$ cat config.mk
export PLATFORM = sky130hd
export DESIGN_NAME = four_bit_adder
export DESIGN_NICKNAME = d
export VERILOG_FILES = /design/src/rtl/alu_pkg.sv /design/src/rtl/full_adder.sv /design/src/rtl/four_bit_adder.sv
export SDC_FILE = /design/constraint.sdc
export NUM_CORES = 1
export LEC_CHECK = 0
export ABC_AREA = 1
export BUFFER_PORTS_ARGS = -buffer_cell sky130_fd_sc_hd__buf_2
export CAP_MARGIN = 20
export CELL_PAD_IN_SITES_DETAIL_PLACEMENT = 2
export CELL_PAD_IN_SITES_GLOBAL_PLACEMENT = 2
export CORE_MARGIN = 3
export CORE_UTILIZATION = 19
export CTS_CLUSTER_DIAMETER = 40
export DETAILED_ROUTE_END_ITERATION = 10
export PLACE_DENSITY = 0.72
export SYNTH_ARGS = -nofsm -noshare
export SYNTH_HDL_FRONTEND = slang
export SYNTH_SLANG_ARGS = --single-unit
$ cat constraint.sdc
create_clock -name clk -period 2.5 [get_ports clk]
set_input_delay 0.5 -clock clk [delete_from_list [all_inputs] [get_ports clk]]
set_output_delay 0.5 -clock clk [all_outputs]
set_load 0.05 [all_outputs]
$ cat src/rtl/alu_pkg.sv
// Shared ALU datapath definitions.
// Operand width and the nibble type used by the adder ports.
package alu_pkg;

    localparam int ADDER_WIDTH = 4;

    typedef logic [ADDER_WIDTH-1:0] nibble_t;

endpackage : alu_pkg

$ cat src/rtl/full_adder.sv
// Single-bit full adder, the ripple-chain cell of the ALU adders.
module full_adder (
    input  logic a,
    input  logic b,
    input  logic c_in,
    output logic s,
    output logic c_out
);

    logic half_sum;

    assign half_sum = a ^ b;
    assign s        = half_sum ^ c_in;
    assign c_out    = (a & b) | (c_in & half_sum);

endmodule : full_adder

$ cat src/rtl/four_bit_adder.sv
// Registered 4-bit ripple-carry adder with carry-in, carry-out and signed overflow.
// The chain is built from full_adder cells so it can be reused for wider adders.
module four_bit_adder
    import alu_pkg::*;
#(
    parameter int WIDTH = ADDER_WIDTH
) (
    input  logic    clk,
    input  logic    rst_n,
    input  nibble_t a,
    input  nibble_t b,
    input  logic    c_in,
    output nibble_t sum,
    output logic    c_out,
    output logic    overflow
);

    if (WIDTH != 4) begin : g_width_check
        $error("four_bit_adder: only WIDTH=4 is supported");
    end

    // c[i] is the carry into bit i; c[ADDER_WIDTH] is the carry out of the MSB.
    logic [ADDER_WIDTH:0]   c;
    nibble_t                sum_next;
    logic                   overflow_next;

    assign c[0] = c_in;

    for (genvar i = 0; i < ADDER_WIDTH; i++) begin : g_bit
        full_adder u_fa (
            .a     (a[i]),
            .b     (b[i]),
            .c_in  (c[i]),
            .s     (sum_next[i]),
            .c_out (c[i+1])
        );
    end

    // Signed overflow: the carry into the sign bit disagrees with the carry out of it.
    assign overflow_next = c[ADDER_WIDTH-1] ^ c[ADDER_WIDTH];

    // NOTE: sequential state uses non-blocking assignments so every flop samples pre-edge values.
    always_ff @(posedge clk) begin
        if (!rst_n) begin
            sum      <= '0;
            c_out    <= 1'b0;
            overflow <= 1'b0;
        end else begin
            sum      <= sum_next;
            c_out    <= c[ADDER_WIDTH];
            overflow <= overflow_next;
        end
    end

endmodule : four_bit_adder

==> flow_summary.json <==
{
  "status": "completed",
  "place_ws_ns": 0.156,
  "setup_viol": 0,
  "placed_cells": 60,
  "gp_congestion": 0.598,
  "syn_nets": 44,
  "boundaryPins": 17,
  "yosys.area.top_type": "dfxtp_1",
  "root_buffer": "clkbuf_4",
  "stdcell_count": 63,
  "cap_violations": 0,
  "worst_slew_pin_slew_ns": 0.249,
  "synth.area.mux_share_pct": 0,
  "critPathRequiredTime_ns": 2.68,
  "synth_area_um2": 272,
  "peakVddDrop_mv": 0.100,
  "syn_inst": 29,
  "routedWlPerCell_um": 8.30,
  "slew_viol_final": 0,
  "die_w_um": 43.8,
  "final-hold-violation-count": 0,
  "cts_num_sinks": 6,
  "cp.arrival_ns": 2.25,
  "first_iter_violations": 0,
  "critPathBufInv": 4,
  "via_per_inst": 3.68,
  "post-route-period-util_pct": 82.9,
  "path_class": "input pin to flop",
  "yosys-top-cells-count": "inv_1, dfxtp_1, nor2_1, fa_1, nand2_1",
  "clk_pin_slew_ns": 0.04,
  "cts_tree": "built",
  "grt_use_met2_pct": 10.5,
  "ys_seq_area_share_pct": 44.2,
  "async_flop_share_pct": 0,
  "synth_area_leaders": "dfxtp_1, fa_1, inv_1",
  "ant_nets": 0,
  "grt_pass1_wl_um": 917,
  "cpMostUsedCell": "fa_1",
  "use_met3_pct": 0,
  "fin_area_um2": 393,
  "dpl_cell_area_um2": 370,
  "critPathMaxFanout": 3,
  "synth_flop_cell": "dfxtp_1",
  "endpoint_kind": "flop",
  "synth.most_common_cell": "inv_1",
  "synthSimpleGateAreaFrac_pct": 12.4,
  "core_area_um2": 1320,
  "postCtsSetupRepairBufs": 0,
  "h-tree-depth": 1,
  "critPathSlowestCell": "fa_1",
  "row_count": 13,
  "drt-total-wl_um": 523,
  "p_leak_nw": 0.238,
  "grt_pass1_vias": 249,
  "dp_hpwl_um": 495,
  "antenna_found_initial": 0,
  "yosys_warnings": 0,
  "cts_buffers": 3,
  "cp_cell_sequence": "buf_2, fa_1, inv_1, fa_1, inv_1, fa_1, inv_2, fa_1, nor2_1",
  "rsz0062_at_grt": "false",
  "hold_path.class": "input pin to flop",
  "fp.dieH_um": 43.8,
  "grt-ovfl-total": 0,
  "fmax_mhz": 482,
  "ctsResizeCount": 0,
  "grt.total_usage_pct": 6.59,
  "layout_min_cycle_time_ns": 2.07,
  "first_pass_iters": 1,
  "synth_top_family_by_area": "adder cells",
  "grt_max_degree": 5,
  "ys_seq_elements": 6,
  "slew_headroom_pct": 83.5,
  "hold_buffers": 0,
  "top_usage_layer": "met2",
  "synth_xor_area_share_pct": 0,
  "die-area_um2": 1920,
  "nets": 65,
  "setup_tns_ns": 0,
  "synth_edf_count": 0,
  "setup_ws_ns": 0.427,
  "drive_above_1_share_pct": 41.7,
  "initial_utilization_pct": 20.6,
  "start_kind": "input pin",
  "diodes": 0,
  "cp_top_family": "adder cells",
  "max_stage_delay_ns": 0.41,
  "yosys.area_share.adder_pct": 29.5,
  "drc": 0,
  "vias": 232,
  "whs_ns": 0.495,
  "synth.avg_cell_area_um2": 9.36,
  "clk_path_buf_depth": 2,
  "power_density_nw_per_um2": 707,
  "synth_top_area_share_pct": 44.2,
  "grt.met1_usage_pct": 7.54,
  "port_buffers": 16,
  "synth-compound-area-share_pct": 0,
  "area_growth_pct": 44.7,
  "synth_cell_type_count": 6
}
## layout by cell type, fill, tap and decap left out
cell type,n
buf_2,16
clkbuf_4,3
dfxtp_1,6
fa_1,4
inv_1,9
inv_2,1
nand2_1,4
nor2_1,5
## cell families (layout without fill, tap and decap cells)
group / Yosys count / count (layout)
flip-flops: 6 / 6
adder cells (fa/ha/maj): 4 / 4
AND/OR/NAND/NOR: 9 / 9
buffers and inverters: 10 / 29
## metrics by stage
step | total power, mW | utilization (%)
after floorplan | 0.171 | -
after global placement | 0.194 | 28.1
after detailed placement | 0.197 | 28.1
after CTS | 0.285 | 29.8
after global routing | 0.302 | 29.8
final | 0.278 | 29.8
## routing by layer
metal	part of all wire (%)	vias up
met5	0	-
met4	0	0
met3	9.0	0
met2	54	10
met1	37	107
li1	-	115
## registers in the layout, indices dropped and copies added, names as in the netlist
register  count
sum           4
overflow      1
c_out         1
## cell type report
type                            instances  area (µm²)
Inverter                               10        37.5
Tap cell                               15        18.8
Multi-Input combinational cell         13         114
Timing Repair Buffer                   16        80.1
Sequential cell                         6         120
Clock buffer                            3        22.5
Fill cell                             169         925
## where the power goes
part	switching, mW	internal, mW
logic	0.0607	0.0242
clock network	0.0300	0.0540
registers	0.00208	0.107
total	0.0927	0.185
## worst paths after layout
check  start      to  cells after the start
max     a[0]  sum[3]                      9
min    rst_n  sum[0]                      3
## tightest hold or removal path, delay by kind of cell
kind | cells | cell delay (ns)
buf+inv | 2 | 0.15
simple gates | 1 | 0.05
No activity file was read; power rests on OpenSTA's default activity.
